==> config.mk <==
export PLATFORM = sky130hd
export DESIGN_NAME = midi_decoder_flat
export DESIGN_NICKNAME = d
export VERILOG_FILES = /design/src/rtl/midi_decoder_if.sv /design/src/rtl/midi_decoder.sv /design/src/flat_wrapper.sv
export SDC_FILE = /design/constraint.sdc
export NUM_CORES = 1
export LEC_CHECK = 0
export CAP_MARGIN = 10
export CORE_AREA = 2 2 64 60
export DETAILED_ROUTE_END_ITERATION = 10
export DIE_AREA = 0 0 66 62
export PLACE_DENSITY = 0.8
export SLEW_MARGIN = 20
export SYNTH_ARGS = -nofsm -noshare
export SYNTH_HDL_FRONTEND = slang
export SYNTH_SLANG_ARGS = --single-unit
==> constraint.sdc <==
create_clock -name clk -period 2.1 [get_ports clk]
set_input_delay 0.315 -clock clk [delete_from_list [all_inputs] [get_ports clk]]
set_output_delay 0.315 -clock clk [all_outputs]
set_load 0.1 [all_outputs]
==> src/rtl/midi_decoder_if.sv <==
// MIDI decoder byte-in / message-out bundle and command code package.
// The UART side drives rx_*; the decoder drives midi_*.
package midi_pkg;
  localparam int MIDI_CMD_SIZE = 3;
  typedef logic [MIDI_CMD_SIZE-1:0] midi_cmd_t;
  localparam midi_cmd_t MIDI_CMD_NONE       = 3'd0;
  localparam midi_cmd_t MIDI_CMD_NOTE_OFF   = 3'd1;
  localparam midi_cmd_t MIDI_CMD_NOTE_ON    = 3'd2;
  localparam midi_cmd_t MIDI_CMD_POLY_AT    = 3'd3;
  localparam midi_cmd_t MIDI_CMD_CC         = 3'd4;
  localparam midi_cmd_t MIDI_CMD_PROG_CHG   = 3'd5;
  localparam midi_cmd_t MIDI_CMD_CH_AT      = 3'd6;
  localparam midi_cmd_t MIDI_CMD_PITCH_BEND = 3'd7;
endpackage

interface midi_if;
  import midi_pkg::*;
  logic       rx_rdy;
  logic [7:0] rx_data;
  logic       midi_rdy;
  midi_cmd_t  midi_cmd;
  logic [3:0] midi_ch_sysn;
  logic [6:0] midi_data0;
  logic [6:0] midi_data1;

  modport master (
    output rx_rdy, rx_data,
    input  midi_rdy, midi_cmd, midi_ch_sysn,
    input  midi_data0, midi_data1
  );

  modport slave (
    input  rx_rdy, rx_data,
    output midi_rdy, midi_cmd, midi_ch_sysn,
    output midi_data0, midi_data1
  );
endinterface

==> src/rtl/midi_decoder.sv <==
// MIDI byte parser: running status, 1/2 data-byte channel messages,
// system common aborts, real-time bytes transparent.
module midi_decoder
  import midi_pkg::*;
#(
  parameter bit VEL0_IS_NOTE_OFF = 1'b1
) (
  input  logic    clk,
  input  logic    reset,
  midi_if.slave   bus
);

  typedef enum logic [1:0] {
    NO_STATUS,
    WAIT_D0,
    WAIT_D1
  } state_t;

  state_t     state_q, state_d;
  logic [7:0] run_status_q, run_status_d;
  logic       run_vld_q, run_vld_d;
  logic [6:0] d0_q, d0_d;
  logic       rdy_q, rdy_d;
  midi_cmd_t  cmd_q, cmd_d;
  logic [3:0] ch_q, ch_d;
  logic [6:0] data0_q, data0_d;
  logic [6:0] data1_q, data1_d;

  logic       is_chan, is_sysc, is_rt;
  logic       one_byte;
  logic [3:0] nib;
  midi_cmd_t  base_cmd;
  logic       ev;
  logic [6:0] ev_d0, ev_d1;

  always_comb begin
    state_d      = state_q;
    run_status_d = run_status_q;
    run_vld_d    = run_vld_q;
    d0_d         = d0_q;
    rdy_d        = 1'b0;
    cmd_d        = cmd_q;
    ch_d         = ch_q;
    data0_d      = data0_q;
    data1_d      = data1_q;
    ev           = 1'b0;
    ev_d0        = 7'd0;
    ev_d1        = 7'd0;

    is_chan  = bus.rx_data[7] && (bus.rx_data[7:4] != 4'hF);
    is_sysc  = bus.rx_data[7:3] == 5'b11110;
    is_rt    = bus.rx_data[7:3] == 5'b11111;
    nib      = run_status_q[7:4];
    one_byte = (nib == 4'hC) || (nib == 4'hD);
    base_cmd = midi_cmd_t'(nib[2:0] + 3'd1);

    if (bus.rx_rdy) begin
      unique case (1'b1)
        is_chan: begin
          run_status_d = bus.rx_data;
          run_vld_d    = 1'b1;
          state_d      = WAIT_D0;
        end
        is_sysc: begin
          run_vld_d = 1'b0;
          state_d   = NO_STATUS;
        end
        is_rt: ;
        default: begin
          if (run_vld_q) begin
            case (state_q)
              WAIT_D0: begin
                d0_d = bus.rx_data[6:0];
                if (one_byte) begin
                  ev    = 1'b1;
                  ev_d0 = bus.rx_data[6:0];
                end else begin
                  state_d = WAIT_D1;
                end
              end
              WAIT_D1: begin
                ev      = 1'b1;
                ev_d0   = d0_q;
                ev_d1   = bus.rx_data[6:0];
                state_d = WAIT_D0;
              end
              default: ;
            endcase
          end
        end
      endcase
    end

    if (ev) begin
      rdy_d   = 1'b1;
      cmd_d   = base_cmd;
      if (VEL0_IS_NOTE_OFF && base_cmd == MIDI_CMD_NOTE_ON
          && ev_d1 == 7'd0)
        cmd_d = MIDI_CMD_NOTE_OFF;
      ch_d    = run_status_q[3:0];
      data0_d = ev_d0;
      data1_d = ev_d1;
    end
  end

  always_ff @(posedge clk) begin
    if (!reset) begin
      state_q      <= NO_STATUS;
      run_status_q <= 8'd0;
      run_vld_q    <= 1'b0;
      d0_q         <= 7'd0;
      rdy_q        <= 1'b0;
      cmd_q        <= MIDI_CMD_NONE;
      ch_q         <= 4'd0;
      data0_q      <= 7'd0;
      data1_q      <= 7'd0;
    end else begin
      state_q      <= state_d;
      run_status_q <= run_status_d;
      run_vld_q    <= run_vld_d;
      d0_q         <= d0_d;
      rdy_q        <= rdy_d;
      cmd_q        <= cmd_d;
      ch_q         <= ch_d;
      data0_q      <= data0_d;
      data1_q      <= data1_d;
    end
  end

  assign bus.midi_rdy     = rdy_q;
  assign bus.midi_cmd     = cmd_q;
  assign bus.midi_ch_sysn = ch_q;
  assign bus.midi_data0   = data0_q;
  assign bus.midi_data1   = data1_q;

endmodule
==> src/flat_wrapper.sv <==
// flat-port wrapper written by rule: the top's interface ports become plain ports
module midi_decoder_flat import midi_pkg::*;
#(
  parameter bit VEL0_IS_NOTE_OFF = 1'b1
)
  (clk, reset, bus_rx_rdy, bus_rx_data, bus_midi_rdy, bus_midi_cmd, bus_midi_ch_sysn, bus_midi_data0, bus_midi_data1);
  midi_if bus_i ();
  input  logic clk;
  input  logic reset;
  input wire logic [$bits(bus_i.rx_rdy)-1:0] bus_rx_rdy;
  input wire logic [$bits(bus_i.rx_data)-1:0] bus_rx_data;
  output wire logic [$bits(bus_i.midi_rdy)-1:0] bus_midi_rdy;
  output wire logic [$bits(bus_i.midi_cmd)-1:0] bus_midi_cmd;
  output wire logic [$bits(bus_i.midi_ch_sysn)-1:0] bus_midi_ch_sysn;
  output wire logic [$bits(bus_i.midi_data0)-1:0] bus_midi_data0;
  output wire logic [$bits(bus_i.midi_data1)-1:0] bus_midi_data1;
  assign bus_i.rx_rdy = bus_rx_rdy;
  assign bus_i.rx_data = bus_rx_data;
  assign bus_midi_rdy = bus_i.midi_rdy;
  assign bus_midi_cmd = bus_i.midi_cmd;
  assign bus_midi_ch_sysn = bus_i.midi_ch_sysn;
  assign bus_midi_data0 = bus_i.midi_data0;
  assign bus_midi_data1 = bus_i.midi_data1;
  midi_decoder #(.VEL0_IS_NOTE_OFF(VEL0_IS_NOTE_OFF)) u_core (.clk(clk), .reset(reset), .bus(bus_i));
endmodule
# Yosys cells after proc, flatten, opt, wreduce, memory -nomap -nowiden
# Cells that the tools add are included.
[totals]
out_inout_bits = 22
input_bits = 11
elab_cells = 54
register_bits = 40
[classes]
add_sub_neg = 1
n_bitwise = 2
n_mux = 21
eq_ne = 9
reduce_logical = 12
[ops]
columns = ["cell", "n"]
rows = [
  ["$mux 7", 8],
  ["$pmux 7 s2", 1],
  ["$eq 5x5->1 const B", 2],
  ["$eq 4x4->1 const B", 2],
  ["$logic_not 7->1", 1],
  ["$pmux 2 s3", 1],
  ["$mux 1", 5],
  ["$reduce_and 5->1", 1],
  ["$mux 2", 2],
  ["$ne 4x2->1 const B", 1],
  ["$ne 4x4->1 const B", 1],
  ["$pmux 1 s2", 2],
  ["$pmux 2 s2", 1],
  ["$reduce_and 2->1", 2],
  ["$reduce_and 4->1", 1],
  ["$reduce_bool 4->1", 1],
  ["$add 3x1->3 const B", 1],
  ["$eq 3x2->1 const B", 1],
  ["$mux 3", 1],
  ["$reduce_bool 3->1", 1],
  ["$reduce_or 3->1", 1],
  ["$eq 2x1->1 const B", 1],
  ["$eq 2x2->1 const B", 1],
  ["$logic_and 1x1->1", 2],
  ["3 further kinds", 4],
]

# Longest topological paths before layout
[logic_depth]
word_depth = 8
ltp_mapped = 8
mapped_depth_nobuf = 6

# Worst setup path before layout
# OpenSTA, ideal clock, no wires.
[synth_timing]
path_type = "register -> register"
from = "register u_core.run_status_q[4]"
to = "register u_core.cmd_q[1], in the netlist u_core.bus.midi_cmd[1]"
setup_time_ns = 0.117
t_required_ns = 1.983
setup_slack_ns = 0.395
arrival_time_ns = 1.588
period_less_slack_ns = 1.705
n_path_buf = 1
path_stages_with_launch = 8
cell_sequence = "dfxtp_1 > inv_1 > ha_1 > o2111a_1 > buf_2 > o211a_4 > and3_1 > a32o_1"
[synth_via]
elab_chain_len = 7
word_cells_on_any_way = 12
classes_between = "add/sub (1); eq/ne (3); mux (6); reduce/logical (2)"
[synth_lines]
columns = ["item", "line", "text"]
rows = [
  ["start: declaration", "midi_decoder.sv:20", "logic [7:0] run_status_q, run_status_d;"],
  ["start signal: assignment", "midi_decoder.sv:119", "run_status_q <= run_status_d;"],
  ["$eq 4x4->1", "midi_decoder.sv:54", "one_byte = (nib == 4'hC) || (nib == 4'hD);"],
  ["$logic_or 1x1->1", "midi_decoder.sv:54", ""],
  ["$mux 1", "midi_decoder.sv:74", "if (one_byte) begin"],
  ["$pmux 1 s2", "midi_decoder.sv:71", "case (state_q)"],
  ["$mux 1", "midi_decoder.sv:70", "if (run_vld_q) begin"],
  ["$mux 1", "midi_decoder.sv:58", "unique case (1'b1)"],
  ["$mux 1", "midi_decoder.sv:57", "if (bus.rx_rdy) begin"],
  ["end signal: assignment", "midi_decoder.sv:123", "cmd_q <= cmd_d;"],
  ["end: declaration", "midi_decoder.sv:24", "midi_cmd_t cmd_q, cmd_d;"],
]
# Several ways; a longest one is shown, not always the timed one.
# A chain may end at the register's enable or synchronous reset.

# Worst setup path after layout
# Same ends and word-level chain as after synthesis.

==> results.tsv <==
metric	value	unit
status	completed	
hold_viol	0	
p_leak	0.872	nW
setup_viol	0	
drt-total-wl	3710	um
finalInstanceArea	0.00211	mm^2
path_clk_slew	0.08	ns
tightest_slew	0.484	ns
vias	1481	
grt_pass1_wl	5930	um
clockRootBuffer	clkbuf_8	
yosys_warnings	0	
muxShareOfSynthArea	4.25	%
drive_above_1_share	19.4	%
syn_nets	203	
final_cell_mix	dfxtp_1 (40), buf_4 (34), nand2_1 (28)	
postCtsSetupBuffers	0	
crit_type	flop to flop	
vias_per_cell	5.42	
fin_nets	242	
min_period	1.76	ns
num_rows	21	
syn_avg_cell_area	8.81	um^2
num_antenna_cells	0	
rsz0062_at_grt	no	
holdCritPathClass	flop to flop	
synth_top_family_by_area	compound AO/OA/AOI/OAI gates	
setup.worst_path.start	u_core.run_status_q[4]$_SDFFE_PN0P_	
design.core.area	0.00352	mm^2
synth.distinct_cells	34	
syn_to_final_growth	28.2	%
ant_nets	0	
reg2reg_to	u_core.bus.midi_cmd[1]$_SDFFE_PN0P_	
fmax	568	MHz
dpl_cell_area	0.00200	mm^2
grt.total_usage	19.6	%
path_cells	inv_1 -> ha_1 -> o2111a_1 -> o211a_4 -> and3_1 -> a32o_1	
antenna_found_initial	0	
die_area	0.00409	mm^2
ir_drop	0.526	mV
synth_compound_area_share	19.6	%
relSlewSlack	67.7	%
io_buffers	32	
dpl.hpwl	2660	um
cts_inserted_buffers	5	
htreeDepth	2	
ioPinCount	33	
grt_pass1_vias	1254	
numClockSinks	40	
fp.dieH	62	um
fin_crit_sh	83.8	%
endpoint_kind	flop	
power_density	707	mW/mm^2
initial_utilization	46.8	%
syn_area	0.00165	mm^2
cp-start-kind	flop	
crit_path_max_fanout	16	
hold_slack	0.455	ns
r2r_slack	0.34	ns
setup_tns	0	ns
synth_seq_area_share	48.6	%
final_common_cell	dfxtp_1	
cp-endpoint	u_core.bus.midi_cmd[1]$_SDFFE_PN0P_	
arrival	1.95	ns
cts_hold_buffers	0	
skew	0.00684	ns
grt_max_degree	31	
ctsResizeCount	0	
synth_xor_area_share	0.532	%
cts_tree	done	
firstDrtPassIters	4	
ff2ff_path_depth	6	
gp_congestion	0.832	
clkLatencyLatePin	0.29	ns
synth_fa_ha_area_share	3.80	%
power.total	1.49	mW
clockBufferDepth	2	
crit_path_max_incr_delay	0.41	ns
ys_ff_latch	40	
slowest_stage	dfxtp_1	
synth-simple-area-share	18.0	%
rr_startpoint	u_core.run_status_q[4]$_SDFFE_PN0P_	
fp.dieW	66	um
final_util	60.0	%
drv_cap	0	
drt_iter0_drc	101	
gr-total-overflow	0	
syn_inst	187	
crit_required	2.29	ns
maxSlewViolCount	0	
route.detailed.drc	0	
wl_per_cell	13.6	um
[cells in the mapped netlist (all sizes together)]
library cell  number  area [um^2]
a31oi              1         6.26
a211oi             1         7.51
o22ai              1         6.26
o2111ai            1         8.76
nand4b             1         8.76
or4                1         7.51
dfxtp             40          801
inv                7         26.3
o211ai             3         22.5
o211a              1         17.5
ha                 5         62.6
nand2             28          105
nor4               1         12.5
a22oi              4         30.0
nand3              2         10.0
nor2b              1         6.26
nand4              4         25.0
xnor2              1         8.76
nor2              25         93.8
and3b              1         8.76
clkbuf             6         23.8
a32oi              1         8.76
a32o               1         10.0
and3               2         12.5
a21oi             17         85.1
and2               1         6.26
a21o               1         7.51
buf                6         36.3
o21ai              8         40.0
o2111a             1         11.3
a221oi             7         61.3
mux2i              7         70.1
[worst min path at each step]
stage | cells after the start | startpoint | end
floorplan | 2 | u_core.run_status_q[0]$_SDFFE_PN0P_ | u_core.bus.midi_ch_sysn[0]$_SDFFE_PN0P_
global placement | 2 | u_core.d0_q[1]$_SDFFE_PN0P_ | u_core.d0_q[1]$_SDFFE_PN0P_
detailed placement | 2 | u_core.run_status_q[3]$_SDFFE_PN0P_ | u_core.bus.midi_ch_sysn[3]$_SDFFE_PN0P_
CTS | 2 | u_core.bus.midi_data1[0]$_SDFFE_PN0P_ | u_core.bus.midi_data1[0]$_SDFFE_PN0P_
global route | 2 | u_core.bus.midi_data1[3]$_SDFFE_PN0P_ | u_core.bus.midi_data1[3]$_SDFFE_PN0P_
finish | 2 | u_core.bus.midi_data1[0]$_SDFFE_PN0P_ | u_core.bus.midi_data1[0]$_SDFFE_PN0P_
[cell type report]
type                       count  area [um^2]
tap                           46         57.6
fill                         322         1410
multi-input combinational    128          761
clock buffer                   5         68.8
timing repair buffer          44          355
inverter                       7         26.3
clock inverter                 3         42.5
sequential                    40          801
[routing by layer]
metal	GRT usage [%]	vias up	share of wire [%]
met5	0	-	0
met4	6.12	0	0.73
met3	7.03	4	6.2
met2	30.0	54	45
met1	26.4	691	48
li1	-	732	-
[flip-flops by register name, indices dropped and copies added (netlist names)]
signal,cells
u_core.bus.midi_data1,7
u_core.bus.midi_cmd,3
u_core.bus.midi_ch_sysn,4
u_core.bus.midi_data0,7
u_core.state_q,2
u_core.run_status_q,8
u_core.bus.midi_rdy,1
u_core.d0_q,7
u_core.run_vld_q,1
[cell families after synthesis]
logic type                 count (synthesis)
muxes                                      7
DFF                                       40
AOI/OAI and AO/OA                         48
and+or+nand+nor                           67
buffers and inverters                     19
xor gates and xnor gates                   1
adders and majority gates                  5
[worst max-delay path: cells and delay by family (launching register included)]
family	cells	cell delay (ns)
AOI/OAI and AO/OA	3	0.78
DFF	1	0.41
adders and majority gates	1	0.21
and+or+nand+nor	1	0.20
buffers and inverters	1	0.07
[per-stage QoR]
| step | setup slack, ns | instances |
|---|---|---|
| 2_1_floorplan | 0.395 | 187 |
| 3_3_place_gp | 0.160 | 265 |
| 3_5_place_dp | 0.126 | 265 |
| 4_1_cts | 0.340 | 273 |
| 5_1_grt | 0.284 | 273 |
| 6_report | 0.340 | 273 |
[power breakdown]
| group | switching [mW] | internal [mW] |
|---|---|---|
| logic | 0.0551 | 0.0467 |
| clock network | 0.264 | 0.351 |
| registers | 0.00837 | 0.769 |
| total | 0.328 | 1.17 |
Note: power is estimated with default switching activity, not from simulation.
